## config.mk

```make
export PLATFORM = sky130hd
export DESIGN_NAME = mem_port_arbiter
export DESIGN_NICKNAME = d
export VERILOG_FILES = /design/src/rtl/mem_port_arbiter.sv
export SDC_FILE = /design/constraint.sdc
export NUM_CORES = 1
export LEC_CHECK = 0
export CAP_MARGIN = 5
export CORE_MARGIN = 2
export CORE_UTILIZATION = 41
export DETAILED_ROUTE_END_ITERATION = 7
export PLACE_DENSITY = 0.78
export REMOVE_ABC_BUFFERS = 1
export SETUP_SLACK_MARGIN = 0.15
export SLEW_MARGIN = 20
export SYNTH_ARGS = -nofsm -noshare
export SYNTH_HDL_FRONTEND = slang
export SYNTH_SLANG_ARGS = --single-unit
```

## constraint.sdc

```tcl
create_clock -name clk -period 1.8 [get_ports clk]
set_input_delay 0.36 -clock clk [delete_from_list [all_inputs] [get_ports clk]]
set_output_delay 0.36 -clock clk [all_outputs]
set_load 0.005 [all_outputs]
```

## src/rtl/mem_port_arbiter.sv

```systemverilog
`default_nettype none
// ============================================================================
// Module      : mem_port_arbiter
// Description : Shares one memory port between instruction fetch (I) and
//               data access (D).
//
//               - When both sides request, the grant alternates between
//                 them (round-robin).
//               - The address and write data are latched at grant.
//               - A registered one-cycle valid pulse returns the read data.
//               - A busy-cycle watchdog abandons an access that is never
//                 acknowledged and sets a sticky Err flag.
// Ports       : clk, reset             - clock, synchronous active-high reset
//               IReq/IAddr             - fetch request and address
//               DReq/DWe/DAddr/DWData  - data request, store flag, addr, data
//               MemReq/MemWe/MemAddr/MemWData/MemRData/MemAck - shared port
//               IData/IValid, DData/DValid - returned data and valid pulses
//               StallF, StallM         - pipeline stalls
//               Err                    - sticky timeout flag
// Revision    : 1.0 - initial release
// ============================================================================
module mem_port_arbiter #(
  parameter int AW      = 32,
  parameter int DW      = 32,
  parameter int TIMEOUT = 15
) (
  input  logic          clk,
  input  logic          reset,
  input  logic          IReq,
  input  logic [AW-1:0] IAddr,
  input  logic          DReq,
  input  logic          DWe,
  input  logic [AW-1:0] DAddr,
  input  logic [DW-1:0] DWData,
  input  logic [DW-1:0] MemRData,
  input  logic          MemAck,
  output logic          MemReq,
  output logic          MemWe,
  output logic [AW-1:0] MemAddr,
  output logic [DW-1:0] MemWData,
  output logic [DW-1:0] IData,
  output logic          IValid,
  output logic [DW-1:0] DData,
  output logic          DValid,
  output logic          StallF,
  output logic          StallM,
  output logic          Err
);

  typedef enum logic [1:0] {
    IDLE  = 2'd0,
    IBUSY = 2'd1,
    DBUSY = 2'd2
  } state_t;

  localparam int CW = $clog2(TIMEOUT + 1);
  // The watchdog fires in the TIMEOUT-th busy cycle that has no acknowledge.
  localparam logic [CW-1:0] CNT_LAST = CW'(TIMEOUT - 1);

  state_t        state_q,     state_d;
  logic          last_d_q,    last_d_d;     // 1: most recent grant went to D
  logic [CW-1:0] cnt_q,       cnt_d;
  logic          mem_we_q,    mem_we_d;
  logic [AW-1:0] mem_addr_q,  mem_addr_d;
  logic [DW-1:0] mem_wdata_q, mem_wdata_d;
  logic [DW-1:0] idata_q,     idata_d;
  logic [DW-1:0] ddata_q,     ddata_d;
  logic          ivalid_q,    ivalid_d;
  logic          dvalid_q,    dvalid_d;
  logic          err_q,       err_d;

  logic          elig_i, elig_d, timeout, done;
  logic [DW-1:0] ret_data;

  // A request that is still high in its own valid-pulse cycle is the
  // request that was just served. It is therefore not eligible for a grant.
  assign elig_i   = IReq & ~ivalid_q;
  assign elig_d   = DReq & ~dvalid_q;
  assign timeout  = (cnt_q == CNT_LAST);
  assign done     = MemAck | timeout;
  // An acknowledge has priority over a watchdog expiry in the same cycle.
  // A timed-out access returns zero data.
  assign ret_data = MemAck ? MemRData : '0;

  always_comb begin
    state_d     = state_q;
    last_d_d    = last_d_q;
    cnt_d       = cnt_q;
    mem_we_d    = mem_we_q;
    mem_addr_d  = mem_addr_q;
    mem_wdata_d = mem_wdata_q;
    idata_d     = idata_q;
    ddata_d     = ddata_q;
    ivalid_d    = 1'b0;
    dvalid_d    = 1'b0;
    err_d       = err_q;

    case (state_q)
      IDLE: begin
        if (elig_i && (!elig_d || last_d_q)) begin
          state_d    = IBUSY;
          mem_addr_d = IAddr;
          mem_we_d   = 1'b0;
          cnt_d      = '0;
        end else if (elig_d) begin
          state_d     = DBUSY;
          mem_addr_d  = DAddr;
          mem_wdata_d = DWData;
          mem_we_d    = DWe;
          cnt_d       = '0;
        end
      end

      IBUSY, DBUSY: begin
        if (done) begin
          state_d  = IDLE;
          mem_we_d = 1'b0;
          last_d_d = (state_q == DBUSY);
          err_d    = err_q | ~MemAck;
          if (state_q == IBUSY) begin
            ivalid_d = 1'b1;
            idata_d  = ret_data;
          end else begin
            dvalid_d = 1'b1;
            // A completed store leaves DData untouched.
            if (!(MemAck && mem_we_q)) begin
              ddata_d = ret_data;
            end
          end
        end else begin
          cnt_d = cnt_q + CW'(1);
        end
      end

      default: state_d = IDLE;
    endcase
  end

  always_ff @(posedge clk) begin
    if (reset) begin
      state_q     <= IDLE;
      last_d_q    <= 1'b1;
      cnt_q       <= '0;
      mem_we_q    <= 1'b0;
      mem_addr_q  <= '0;
      mem_wdata_q <= '0;
      idata_q     <= '0;
      ddata_q     <= '0;
      ivalid_q    <= 1'b0;
      dvalid_q    <= 1'b0;
      err_q       <= 1'b0;
    end else begin
      state_q     <= state_d;
      last_d_q    <= last_d_d;
      cnt_q       <= cnt_d;
      mem_we_q    <= mem_we_d;
      mem_addr_q  <= mem_addr_d;
      mem_wdata_q <= mem_wdata_d;
      idata_q     <= idata_d;
      ddata_q     <= ddata_d;
      ivalid_q    <= ivalid_d;
      dvalid_q    <= dvalid_d;
      err_q       <= err_d;
    end
  end

  assign MemReq   = (state_q != IDLE);
  assign MemWe    = mem_we_q;
  assign MemAddr  = mem_addr_q;
  assign MemWData = mem_wdata_q;
  assign IData    = idata_q;
  assign IValid   = ivalid_q;
  assign DData    = ddata_q;
  assign DValid   = dvalid_q;
  assign Err      = err_q;
  assign StallF   = IReq & ~ivalid_q;
  assign StallM   = DReq & ~dvalid_q;

endmodule
`default_nettype wire

```

* Word-level counts from Yosys, hierarchy flattened
Cells that the tools add are included.
** Cells by class
- $add $sub $neg :: 1
- Multiply operators :: 0
- Div/mod/pow operators :: 0
- Order comparisons :: 0
- Eq/ne operators :: 6
- Shift operators :: 0
- Mux-type cells :: 17
- Bitwise operators :: 12
- Reduce and logical (&&, ||, !) cells :: 18
** Operators by type and width (number)
- $mux W32 :: 3
- $mux W4 :: 3
- $reduce_and A3 Y1 :: 4
- $not A1 Y1 :: 8
- $pmux W4 S2 :: 1
- $mux W2 :: 3
- $reduce_and A2 Y1 :: 3
- $reduce_bool A2 Y1 :: 3
- $mux W1 :: 5
- $add A4 B1 Y4 const B :: 1
- $eq A4 B4 Y1 const B :: 1
- $ne A2 B2 Y1 const B :: 2
- $pmux W2 S2 :: 1
- $reduce_and A4 Y1 :: 1
- $ne A3 B3 Y1 const B :: 1
- $reduce_or A3 Y1 :: 1
- $and A1 B1 Y1 :: 2
- $eq A2 B1 Y1 const B :: 1
- $eq A2 B2 Y1 const B :: 1
- $logic_and A1 B1 Y1 :: 2
- $logic_not A2 Y1 :: 1
- $or A1 B1 Y1 :: 2
- $pmux W1 S2 :: 1
- $reduce_or A2 Y1 :: 1
- other kinds (2) :: 2
** Storage, ports and cells
- Register bits :: 139
- Latch bits :: 0
- Bits in writable memories :: 0
- Memory bits (read-only) :: 0
- Input bits :: 134
- Output and inout bits :: 135
- Memories kept :: 0

* Logic depth before layout (Yosys ltp)
Gate-level depths: netlist of the first run.
- Depth in word-level cells :: 7
- Mapped depth :: 8
- Depth with buffers taken out :: 6

* Least setup slack after synthesis of the first run
Ideal clock, no wire load.
- Path kind :: register -> register
- From :: reg cnt_q[0]
- To :: reg ddata_q[14] (netlist: DData[14])
- Library setup time :: 0.138 ns
- Data arrival time :: 1.462 ns
- Required time :: 1.662 ns
- Setup slack :: 0.201 ns
- Stages on the path, launching flop included :: 9
- Path buffers :: 2
- Period minus slack after synthesis :: 1.599 ns
- Cells stage by stage :: dfxtp_1 -> inv_1 -> ha_1 -> a31o_2 -> and3_1 -> buf_6 -> buf_12 -> nand3_2 -> a21oi_2
** On the way
- Cells in the longest elaborated chain, start to end :: 3
** RTL lines
- start, declared :: line 62 : logic [CW-1:0] cnt_q, cnt_d;
- start signal, assigned :: line 155 : cnt_q <= cnt_d;
- $eq A4 B4 Y1 :: line 79 : assign timeout = (cnt_q == CNT_LAST);
- $or A1 B1 Y1 :: line 80 : assign done = MemAck | timeout;
- $reduce_and A4 Y1 (no source line)
- end signal, assigned :: line 160 : ddata_q <= ddata_d;
- end, declared :: line 67 : logic [DW-1:0] ddata_q, ddata_d;
No other way between the ends.
A chain may end at the register's enable or synchronous reset.

* Final worst setup path of the first run
- From :: in DReq
- To :: out StallM
** On the way
- Cells in the longest elaborated chain, start to end :: 1
** RTL lines
- start, declared :: line 31 : input logic DReq,
- $and A1 B1 Y1 :: line 177 : assign StallM = DReq & ~dvalid_q;
- end, declared :: line 46 : output logic StallM,
No other way between the ends.

==> results.txt, run 1 <==
Outcome: finished, final reports clean
Clock sinks: 139
Global route overflow: 0
Die Width: 122 microns
Worst slew margin: 0.654
EDFF count, synth: 0
CTS root buffer: clkbuf_16
Max stage delay on crit path: 510 ps
Min-delay src: reset
Final setup violation count: 0
Pwr per Cell Area: 895 mW/mm^2
Syn Area/Cell: 9.34 sq um
Ports: 269
CTS Buf Count: 17
RR Startpoint: state_q[0]
Worst hold path type: in -> reg
Die Height: 122 microns
Vias per inst: 5.11
Synth warnings: 0
Flops & latches, synth: 139
RSZ-0062 raised after global routing: no
Worst path arrival time: 1270 ps
Most common cell after layout, fill and taps aside: clkdlybuf4s50_1
Clk pwr share: 0.365
GRT Overall Usage: 0.230
Min cycle time layout: 1630 ps
Max stage delay cell, worst path: clkdlybuf4s50_1
Comb power frac: 0.217
Pwr Total: 8290 uW
Fillers: 1078
Core area: 0.0137 sq mm
Max-cap viol count: 0
Core Rows: 43
Period utilization: 0.905
Switching Share: 0.259
Pin count of the biggest net entering global routing: 78
Worst R2R Setup Slack: 190 ps
Peak supply drop: 0.661 mV
Number of global-route vias before repair: 5376
Lkg Pwr: 0.00449 uW
RePlAce Congestion: 0.797
Synthesized area: 0.00569 sq mm
CTS Buffer Depth: 2
Drt pass-1 iters: 5
Drt wl/cell: 16.5 microns
Final Max Slew Viols: 0
Final Net Count: 1008
# DRC: 0
Initial drt markers: 354
Crit path max fanout: 2
Share of post-route cells with drive strength above 1: 0.158
Final Hold Viols: 0
CTS tree: yes
H-tree levels: 4
Worst-Margin Slew: 519 ps
# diodes: 0
Synth Instances: 609
CP cell instances: clkdlybuf4s50_1 > nand2b_4 > inv_2 > dlygate4sd2_1
Area post-placement: 0.00851 sq mm
Cell accounting for the most synthesized area: dfxtp_1
Most frequent cells in the layout: 176 x clkdlybuf4s50_1, 127 x dfxtp_1, 103 x nand2_1, 69 x a21oi_1, 66 x dlymetal6s2s_1
Post-CTS setup buffers: 0
Post-route cell area: 0.00926 sq mm
Initial antenna violation count: 0
Asr flop ratio synth: 0
Synth-to-layout area growth: 62.7%
Worst setup path class: in -> out
Via count: 5411
Startpoint types: primary input
Layout Skew: 7.22 ps
Synth unique cells: 37
Share of the synthesized area in the top cell type: 0.489
Synth top area cells: dfxtp_1 49%, nand2_1 6.8%, a21oi_1 6.2%, mux2i_1 5.6%, nand3_2 5.3%
Clock Pin Slew Worst Setup and Hold Paths: 50 ps
Die area: 0.0148 sq mm
Routed WL: 17400 microns
Fmax: 614 MHz
Crit path from: DReq
Buf+Inv Stages, Crit Path: 3
Seq/Total Area, Yosys: 0.489
Global-route wire length before repair: 26900 microns
Req. time, crit path: 1440 ps
IO buf count: 268
Worst-Skew Late Latency: 410 ps
Initial Util: 0.415
CP Capture Type: primary output
P_int: 6140 uW
Post-synth top flop: dfxtp_1
Psw: 2150 uW
Routed Antenna Nets: 0
CP delay by family, top: buffers and inverters
Post-detail-place hpwl: 12400 microns
Reg power frac: 0.418
[power groups by stage]
stage	Sequential [uW]	Combinational (uW)	Clock, uW
6_report	3460	1800	3030
3_5_place_dp	3520	1800	0
5_1_grt	3490	1950	3230
3_3_place_gp	3510	1750	0
4_1_cts	3460	1820	3090
2_1_floorplan	3520	620	0
[worst reg2reg max path, cell delays in order, from the launching register on]
cell and delay [ps]:
dfxtp_4 370, inv_1 90, ha_4 330, nor2_1 80, a31oi_1 220, buf_4 190
nand4_1 90, a21oi_1 170
[logic make-up after synthesis]
family                   after synthesis  synth area share
flip-flops                           139             0.489
AND/OR/NAND/NOR                      194             0.173
buffers and inverters                 60            0.0728
adder cells (fa/ha/maj)                5            0.0110
AO/OA/AOI/OAI                        179             0.197
multiplexers                          32            0.0563
[area by class of cell]
type / instances / area (sq um) / area share
inverters: 8 / 30.0 / 0.00324
clock inverters: 3 / 15.0 / 0.00162
well taps: 180 / 225 / 0.0243
repair buffers: 293 / 3130 / 0.338
multi-input cells: 410 / 2560 / 0.277
flip-flops and latches: 139 / 2800 / 0.303
clock buffers: 26 / 489 / 0.0529
[sequential cells by signal (all words and copies together), names as in the netlist]
register  cells
DData        32
DValid        1
Err           1
IData        32
IValid        1
MemAddr      32
MemWData     32
MemWe         1
cnt_q         4
last_d_q      1
state_q       2
[final timing paths]
kind,endpoint,cells after the start
setup / recovery,StallM,4
hold / removal,state_q[1],2
hold reg to reg,DData[28],2
setup reg to reg,MemWe,7
[cells in the mapped netlist (2+ instances only)]
master           n
and3_1           2
nor2_1          34
o21ai_0         35
nand3_2         30
buf_4            3
and2_1           2
nand2b_4         2
nand3_1         10
dfxtp_1        139
a21oi_1         70
buf_6            6
dlygate4sd1_1    3
clkbuf_1        16
nand4_1          2
buf_2           16
a21oi_2         32
nor3_1           4
nand2_1        103
mux2i_1         32
nand3b_1         2
inv_2            3
inv_1            5
buf_12           3
ha_1             5
a22oi_1         32
a31oi_1          3
clkbuf_8         4
a32o_1           2
[per-stage QoR]
step                TNS [ps]  utilization  setup slack, ps  hold slack (ps)  cells
floorplan             -64370            -            -1440              422    557
global placement       -2530        0.620            -94.6              442   1029
detailed placement     -3770        0.620             -126              447   1029
CTS                        0        0.658             20.1              243   1059
global route               0        0.675              140              254   1059
finish                     0        0.675              172              251   1059
[routing by layer]
metal | vias up | wire length (microns) | track usage
li1 | 2635 | - | -
met1 | 2512 | 6560 | 0.260
met2 | 227 | 9020 | 0.403
met3 | 37 | 1330 | 0.0581
met4 | 0 | 520 | 0.111
met5 | - | 0 | 0
[timing repair]
action                     4_1_cts  5_1_grt
gates resized for setup         31       90
pin swaps                        0        2
hold endpoints to repair         0        0
setup endpoints to repair       63      128
hold buffers                     0        0
gates cloned                     1        0
Power figures use the tool's default switching activity.
==> inputs of run 2 (changes only) <==
TNS_END_PERCENT = 1   (was unset)
==> results.txt, run 2 (synthesis results as in run 1) <==
IO buf count: 268 (unchanged)
Core Rows: 43 (unchanged)
Post-route cell area: 0.00905 sq mm (was 0.00926 sq mm)
H-tree levels: 4 (unchanged)
Worst path arrival time: 1980 ps (was 1270 ps)
Via count: 5462 (was 5411)
Routed Antenna Nets: 0 (unchanged)
CTS Buffer Depth: 2 (unchanged)
Vias per inst: 5.16 (was 5.11)
Final setup violation count: 0 (unchanged)
CTS tree: yes (unchanged)
Period utilization: 0.912 (was 0.905)
Final Net Count: 1008 (unchanged)
Min cycle time layout: 1640 ps (was 1630 ps)
Global-route wire length before repair: 26600 microns (was 26900 microns)
Post-CTS setup buffers: 0 (unchanged)
Post-detail-place hpwl: 12400 microns (unchanged)
Number of global-route vias before repair: 5344 (was 5376)
CP Capture Type: flop (was primary output)
Pwr per Cell Area: 919 mW/mm^2 (was 895 mW/mm^2)
Drt wl/cell: 16.5 microns (about the same)
GRT Overall Usage: 0.227 (was 0.230)
Worst hold path type: in -> reg (unchanged)
Req. time, crit path: 2140 ps (was 1440 ps)
Worst-Skew Late Latency: 410 ps (about the same)
Initial antenna violation count: 0 (unchanged)
Startpoint types: flop (was primary input)
Peak supply drop: 0.667 mV (was 0.661 mV)
Worst-Margin Slew: 532 ps (was 519 ps)
# DRC: 0 (unchanged)
Most frequent cells in the layout: 241 x clkdlybuf4s50_1, 133 x dfxtp_1, 103 x nand2_1, 69 x a21oi_1, 35 x o21ai_0 (was 176 x clkdlybuf4s50_1, 127 x dfxtp_1, 103 x nand2_1, 69 x a21oi_1, 66 x dlymetal6s2s_1)
Most common cell after layout, fill and taps aside: clkdlybuf4s50_1 (unchanged)
RePlAce Congestion: 0.797 (unchanged)
Max-cap viol count: 0 (unchanged)
Ports: 269 (unchanged)
Outcome: finished, final reports clean (unchanged)
Synth-to-layout area growth: 59.0% (was 62.7%)
Multi-input gate area: 0.00254 sq mm (was 0.00256 sq mm)
Worst slew margin: 0.645 (was 0.654)
Die Width: 122 microns (unchanged)
Core area: 0.0137 sq mm (unchanged)
Drt pass-1 iters: 5 (unchanged)
RSZ-0062 raised after global routing: yes (was no)
Clock sinks: 139 (unchanged)
Die area: 0.0148 sq mm (unchanged)
Worst setup path class: reg -> reg (was in -> out)
Fmax: 609 MHz (was 614 MHz)
Clock Pin Slew Worst Setup and Hold Paths: 60 ps (was 50 ps)
# diodes: 0 (unchanged)
Storage cell area: 0.00279 sq mm (was 0.00280 sq mm)
CTS Buf Count: 17 (unchanged)
Global route overflow: 0 (unchanged)
WHS: 249 ps (was 251 ps)
Routed WL: 17400 microns (about the same)
Die Height: 122 microns (unchanged)
Fillers: 1109 (was 1078)
Initial drt markers: 428 (was 354)
Crit path max fanout: 12 (was 2)
Initial Util: 0.415 (unchanged)
Area post-placement: 0.00851 sq mm (unchanged)
Lkg Pwr: 0.00338 uW (was 0.00449 uW)
Pin count of the biggest net entering global routing: 78 (unchanged)
Setup TNS: 0 ps (unchanged)
Final Max Slew Viols: 0 (unchanged)
Share of post-route cells with drive strength above 1: 0.149 (was 0.158)
Final Hold Viols: 0 (unchanged)
CTS root buffer: clkbuf_16 (unchanged)
Layout Skew: 11.0 ps (was 7.22 ps)
==> run 2: final timing paths <==
check,cells past startpoint,end,slack [ps],startpoint
hold / removal,2,state_q[1],250,reset
setup / recovery,6,DData[22],160,cnt_q[1]
hold reg to reg,2,MemWData[23],450,MemWData[23]
setup reg to reg,6,DData[22],160,cnt_q[1]
==> run 2: through the flow <==
step | utilization | std cells | worst slack [ps] | power (uW)
final | 0.659 | 1059 | 159 | 8310
after CTS | 0.656 | 1058 | 151 | 8350
after global routing | 0.659 | 1059 | 93.0 | 8680
after floorplan | - | 557 | -1440 | 4140
after detailed placement | 0.620 | 1029 | -126 | 5310
after global placement | 0.620 | 1029 | -94.6 | 5260
==> run 2: worst max-delay path, cell delays in order (launching register included) <==
cell	delay (ps)
dfxtp_1	390
ha_2	230
a31o_2	220
and3_4	250
clkbuf_16	190
nand3_2	90
a21oi_2	180
==> run 2: power breakdown <==
| part | switching (uW) | internal (uW) | total [uW] |
|---|---|---|---|
| sequential | 136 | 3320 | 3460 |
| combinational | 821 | 997 | 1820 |
| clock | 1200 | 1840 | 3030 |
==> run 2: metal layers <==
metal / global-route usage / up-vias / part of all wire
met4: 0.108 / 0 / 0.034
met5: 0 / - / 0
li1: - / 2633 / -
met1: 0.257 / 2545 / 0.38
met3: 0.0595 / 44 / 0.075
met2: 0.398 / 240 / 0.51
==> run 2: timing repair <==
item                       4_1_cts  5_1_grt
gates cloned                     0        1
resized for setup               37        5
hold buffers                     0        0
setup endpoints to repair       63      130
pin swaps                        1        0
==> run 2: cell type report <==
type                    instances  share of cell area
clock inverters                 3             0.00166
flip-flops and latches        139               0.308
multi-input cells             410               0.280
repair buffers                293               0.327
clock buffers                  26              0.0541
inverters                       8             0.00332
well taps                     180              0.0249
